`config.mk`:
```
export PLATFORM = sky130hd
export DESIGN_NAME = ncpu32k_bru_wb
export DESIGN_NICKNAME = d
export VERILOG_FILES = /design/src/rtl/ncpu32k_bru_wb_pkg.sv /design/src/rtl/ncpu32k_bru_fifo.sv /design/src/rtl/ncpu32k_bru_wb.sv
export SDC_FILE = /design/constraint.sdc
export NUM_CORES = 1
export LEC_CHECK = 0
export ABC_AREA = 1
export BUFFER_PORTS_ARGS = -buffer_cell sky130_fd_sc_hd__buf_2
export CORE_ASPECT_RATIO = 0.9
export CORE_MARGIN = 5
export CORE_UTILIZATION = 25
export CTS_CLUSTER_DIAMETER = 50
export DETAILED_ROUTE_END_ITERATION = 10
export SYNTH_ARGS = -nofsm -noshare
export SYNTH_HDL_FRONTEND = slang
export SYNTH_SLANG_ARGS = --single-unit
```
`constraint.sdc`:
```
create_clock -name clk -period 12 [get_ports clk]
set_clock_uncertainty 0.05 [all_clocks]
set_input_delay 1.8 -clock clk [delete_from_list [all_inputs] [get_ports clk]]
set_output_delay 1.8 -clock clk [all_outputs]
set_load 0.01 [all_outputs]
```
`src/rtl/ncpu32k_bru_wb_pkg.sv`:
```
// Shared types for the branch resolution / writeback unit: PC width, queue record, FSM states.
package ncpu32k_bru_wb_pkg;

  localparam int unsigned NCPU_AW = 32;
  localparam int unsigned PC_W    = NCPU_AW - 2;

  typedef logic [PC_W-1:0] pc_t;

  // One in-flight predicted control-flow instruction
  typedef struct packed {
    pc_t  pc;
    logic pred_taken;
    pc_t  pred_tgt;
  } br_rec_t;

  localparam int unsigned REC_W = $bits(br_rec_t);

  typedef enum logic {
    ST_RUN   = 1'b0,
    ST_FLUSH = 1'b1
  } bru_state_e;

  // Fall-through word PC, wrapping at 2**PC_W
  function automatic pc_t pc_next(input pc_t pc);
    return pc + PC_W'(1);
  endfunction

endpackage

```
`src/rtl/ncpu32k_bru_fifo.sv`:
```
// Generic synchronous FIFO with wrap-bit pointers and a synchronous clear.
module ncpu32k_bru_fifo #(
  parameter int unsigned DW = 8,
  parameter int unsigned AW = 2
) (
  input  logic          clk,
  input  logic          rst,
  input  logic          clr,
  input  logic          push,
  input  logic          pop,
  input  logic [DW-1:0] din,
  output logic [DW-1:0] dout_c,
  output logic          full_c,
  output logic          empty_c
);

  localparam int unsigned DEPTH = 1 << AW;

  logic [DW-1:0] mem [DEPTH];
  logic [AW:0]   w_ptr;
  logic [AW:0]   r_ptr;

  // Pointer update; clear wins over any push/pop in the same cycle
  always_ff @(posedge clk or posedge rst) begin
    if (rst) begin
      w_ptr <= '0;
      r_ptr <= '0;
    end else if (clr) begin
      w_ptr <= '0;
      r_ptr <= '0;
    end else begin
      if (push) w_ptr <= w_ptr + (AW+1)'(1);
      if (pop)  r_ptr <= r_ptr + (AW+1)'(1);
    end
  end

  always_ff @(posedge clk) begin
    if (push) mem[w_ptr[AW-1:0]] <= din;
  end

  assign dout_c  = mem[r_ptr[AW-1:0]];
  assign empty_c = (w_ptr == r_ptr);
  assign full_c  = (w_ptr[AW] != r_ptr[AW]) && (w_ptr[AW-1:0] == r_ptr[AW-1:0]);

endmodule

```
`src/rtl/ncpu32k_bru_wb.sv`:
```
// Branch resolution and writeback: checks in-order outcomes against predictions, redirects and trains the BPU.
// Optional perf counters enabled by defining NCPU_BRU_PERF_CNT_EN.
module ncpu32k_bru_wb
  import ncpu32k_bru_wb_pkg::*;
#(
  parameter int unsigned DEPTH_LOG2 = 2
) (
  input  logic            clk,
  input  logic            rst,
  input  logic            push_valid,
  output logic            push_ready,
  input  logic [PC_W-1:0] push_pc,
  input  logic            push_pred_taken,
  input  logic [PC_W-1:0] push_pred_tgt,
  input  logic            rsv_valid,
  output logic            rsv_ready,
  input  logic            rsv_taken,
  input  logic [PC_W-1:0] rsv_tgt,
  input  logic            flush_all,
  output logic            flush_req,
  output logic [PC_W-1:0] flush_tgt,
  output logic            bpu_wb,
  output logic [PC_W-1:0] bpu_wb_insn_pc,
  output logic            bpu_wb_taken,
  output logic [PC_W-1:0] bpu_wb_tgt,
  output logic            q_empty
`ifdef NCPU_BRU_PERF_CNT_EN
  ,
  output logic [31:0]     perf_br_cnt,
  output logic [31:0]     perf_mis_cnt
`endif
);

  bru_state_e state;
  br_rec_t    push_rec;
  br_rec_t    head_c;
  logic       full_c;
  logic       empty_c;
  logic       push_fire_c;
  logic       rsv_fire_c;
  logic       mispred_c;
  logic       fifo_clr_c;

  assign push_rec    = '{pc: push_pc, pred_taken: push_pred_taken, pred_tgt: push_pred_tgt};
  assign push_ready  = (state == ST_RUN) && !full_c;
  assign rsv_ready   = (state == ST_RUN) && !empty_c;
  assign push_fire_c = push_valid && push_ready;
  assign rsv_fire_c  = rsv_valid && rsv_ready;
  assign mispred_c   = (head_c.pred_taken != rsv_taken) ||
                       (rsv_taken && (head_c.pred_tgt != rsv_tgt));
  // A mispredict squashes everything younger, including a same-cycle push
  assign fifo_clr_c  = flush_all || (rsv_fire_c && mispred_c);
  assign q_empty     = empty_c;

  ncpu32k_bru_fifo #(
    .DW (REC_W),
    .AW (DEPTH_LOG2)
  ) u_fifo (
    .clk     (clk),
    .rst     (rst),
    .clr     (fifo_clr_c),
    .push    (push_fire_c),
    .pop     (rsv_fire_c),
    .din     (push_rec),
    .dout_c  (head_c),
    .full_c  (full_c),
    .empty_c (empty_c)
  );

  // Redirect FSM and training outputs
  always_ff @(posedge clk or posedge rst) begin
    if (rst) begin
      state          <= ST_RUN;
      flush_req      <= 1'b0;
      flush_tgt      <= '0;
      bpu_wb         <= 1'b0;
      bpu_wb_insn_pc <= '0;
      bpu_wb_taken   <= 1'b0;
      bpu_wb_tgt     <= '0;
    end else begin
      bpu_wb    <= rsv_fire_c;
      flush_req <= 1'b0;
      if (rsv_fire_c) begin
        bpu_wb_insn_pc <= head_c.pc;
        bpu_wb_taken   <= rsv_taken;
        bpu_wb_tgt     <= rsv_tgt;
      end
      if (flush_all) begin
        state <= ST_RUN;
      end else begin
        case (state)
          ST_RUN: begin
            if (rsv_fire_c && mispred_c) begin
              state     <= ST_FLUSH;
              flush_req <= 1'b1;
              flush_tgt <= rsv_taken ? rsv_tgt : pc_next(head_c.pc);
            end
          end
          default: state <= ST_RUN;
        endcase
      end
    end
  end

`ifdef NCPU_BRU_PERF_CNT_EN
  // Saturating branch / mispredict counters
  always_ff @(posedge clk or posedge rst) begin
    if (rst) begin
      perf_br_cnt  <= '0;
      perf_mis_cnt <= '0;
    end else if (rsv_fire_c) begin
      if (perf_br_cnt != 32'hFFFF_FFFF) perf_br_cnt <= perf_br_cnt + 32'd1;
      if (mispred_c && (perf_mis_cnt != 32'hFFFF_FFFF)) perf_mis_cnt <= perf_mis_cnt + 32'd1;
    end
  end
`endif

endmodule

```
==> out/metrics.yaml <==
timing:
  relSlewSlack_pct: 30.8
  min_period_ns: 5.23
  drv_slew: 0
  hold-worst-slack_ns: 0.426
  worstMarginPinSlew_ns: 1.04
  setup_viol: 0
  fin_tns_setup_ns: 0
  rsz0062_at_grt: "false"
  hold_viol: 0
  period_share_pct: 43.6
  setup_ws_ns: 6.77
  fmax_mhz: 191
synth:
  synth.distinct_cells: 34
  synth_edf_count: 244
  yosys-top-cells-area: "edfxtp_1 49%, dfrtp_1 17%, nand2_1 14%"
  syn_area_um2: 15000
  syn_area_per_cell_um2: 10.0
  synth-async-reset-ratio_pct: 28.9
  syn_nets: 1598
  ys_seq_area_share_pct: 65.4
  synthCells: 1495
  yosys_warnings: 0
  yosysTopAreaCellShare_pct: 48.9
  synth.most_common_cell: "nand2_1"
  yosysTopAreaCell: "edfxtp_1"
  ys.flop_type: "edfxtp_1"
  ys_seq_elements: 343
  ys_top_cells_by_count: "577 x nand2_1, 244 x edfxtp_1, 166 x nand3_1, 99 x dfrtp_1, 89 x o21ai_0"
clock_network:
  post_cts_resized: 0
  cts_max_path_buffers: 3
  cts_setup_buffers: 0
  cts_buffers: 40
  cts_tree: "yes"
  path_clk_slew_ns: 0.06
  ctsRootBufferMaster: "clkbuf_16"
  clk-insertion-delay-late_ns: 0.54
  cts_hold_buf: 0
  cts-htree-levels: 2
  clkSinkCount: 343
critical_path:
  max_stage_delay_ns: 0.79
  critPathRequiredTime_ns: 10.15
  cpMaxStageDelayCell: "dfrtp_4"
  worstSetupStartpointType: "register"
  cp_cell_sequence: "inv_4, buf_4, nand2_1, nand4_1, o21ai_0, inv_1, buf_2"
  reg2regPathDepth: 9
  cp_max_fo: 80
  worstSetupPathType: "register to output port"
  cp.arrival_ns: 3.38
  endpoint_kind: "output port"
global_routing:
  gr-total-overflow: 0
  grt_pass1_wl_mm: 69.3
  grt_pass1_vias: 10762
  antenna_found_initial: 19
  gr-usage-all-layers_pct: 14.2
  grt_max_degree: 108
floorplan:
  rows: 85
  core_um2: 59700
  die-height_um: 242
  dieWidth_um: 268
  ioPinCount: 193
  fp.dieArea_um2: 65000
  start_util_pct: 25.1
final_layout:
  drive_gt1_share_pct: 18.7
  nNetsFinal: 1779
  fillerInstances: 6179
  syn_to_final_growth_pct: 19.6
place:
  portBuffers: 192
  dp_hpwl_mm: 33.5
  gp_congestion: 0.839
  dpl_worst_slack_ns: 7.12
route:
  avgRoutedWirePerCell_um: 19.0
  antenna_left: 0
  drt_first_iter_violations: 902
  first_pass_iters: 5
  vias_per_cell: 4.46
  wl_mm: 47.5
  drc: 0
  via_count: 11138
power_and_ir_drop:
  power_uw: 4130
  vdd_drop_max_mv: 0.0911
  p_leak_uw: 0.00760
  p_per_area_nw_per_um2: 230
job:
  maxCapViolCount: 0
min_path:
  hp-class: "register to register"
  holdPathStages: 2
outcome:
  status: "complete, no violations"
layout make-up:
type	count	area (µm²)	area share (%)
Antenna cell	9	22.5	0.126
Tap cell	783	980	5.46
Clock inverter	24	211	1.18
Clock buffer	49	1040	5.83
Sequential cell	343	9810	54.7
Multi-Input combinational cell	999	4480	25.0
Inverter	89	339	1.89
Timing Repair Buffer	203	1040	5.82
power breakdown:
part	leakage (µW)	total, µW	internal (µW)	switching [µW]
Clock	0.000605	1160	671	485
Sequential	0.00348	1680	1530	151
Combinational	0.00351	1300	388	913
Total	0.00760	4130	2580	1550
cells by family (layout without fill, tap and decap cells):
kind of cell    after synthesis  in the layout  synth area share (%)
buf+inv                     153            365                  4.97
compound gates              118            118                  4.01
fa+ha+maj                     6              6                 0.501
simple gates                864            864                  24.5
flops                       343            343                  65.4
other cells                   0              9                     0
xor+xnor                     11             11                 0.642
cell usage in the layout, fill, tap and decap left out, types with 2 or more instances in the layout:
cell type   instances
and2_1              2
clkinv_2            4
o22ai_1             2
nand3_1           166
clkinvlp_4          3
nor3_1              3
inv_1              82
xnor2_1             4
nand4_1            13
clkinv_1            8
inv_6               2
clkbuf_1            8
inv_4               2
nor2_1             51
nand3b_1            3
bufinv_16           2
nand2_2            17
o21ai_1            18
dfrtp_1            97
nand3_2             2
diode_2             9
edfxtp_1          244
a21oi_1             6
nor2_4             12
clkbuf_16          40
buf_2             192
o21ai_0            89
nand2_1           576
nand2_4             2
inv_2               4
buf_4              11
inv_8               2
ha_1                6
xor2_1              7
clkinv_4            3
nor2_2             16
worst max-delay path: cells and delay by family (launching register included):
kind	cells	cell delay (ns)
AND/OR/NAND/NOR	2	0.30
AO/OA/AOI/OAI	1	0.09
flip-flops	1	0.79
buffers and inverters	4	1.53
sequential cells by signal, summed over array words and instances (netlist names):
| name | flops |
|---|---|
| bpu_wb_tgt | 30 |
| u_fifo.r_ptr | 3 |
| flush_tgt | 30 |
| bpu_wb_insn_pc | 30 |
| u_fifo.mem | 244 |
| state | 1 |
| bpu_wb_taken | 1 |
| u_fifo.w_ptr | 3 |
| bpu_wb | 1 |
final timing paths:
kind | start | endpoint | slack (ns)
setup / recovery | u_fifo.r_ptr[0] | push_ready | 6.77
hold / removal | flush_tgt[23] | flush_tgt[23] | 0.43
setup reg to reg | u_fifo.r_ptr[0] | u_fifo.mem[0][34] | 7.12
hold reg to reg | flush_tgt[23] | flush_tgt[23] | 0.43
max in group asynchronous | rst | u_fifo.r_ptr[0] | 9.25
min in group asynchronous | rst | bpu_wb_insn_pc[8] | 1.23
stage by stage:
stage / area (µm²) / instances / utilization (%)
4_1_cts: 17900 / 2490 / 30.0
6_report: 17900 / 2499 / 30.1
3_5_place_dp: 16700 / 2417 / 27.9
2_1_floorplan: 15000 / 1495 / -
5_1_grt: 17900 / 2493 / 30.0
3_3_place_gp: 16700 / 2417 / 27.9
metal layers:
layer / routed length (µm) / track usage, % / vias up
met3: 4130 / 5.26 / 99
met1: 20300 / 18.6 / 5335
li1: - / - / 5346
met2: 21500 / 21.7 / 342
met4: 1470 / 4.50 / 16
met5: 95 / 0 / -
Power figures use the tool's default switching activity.
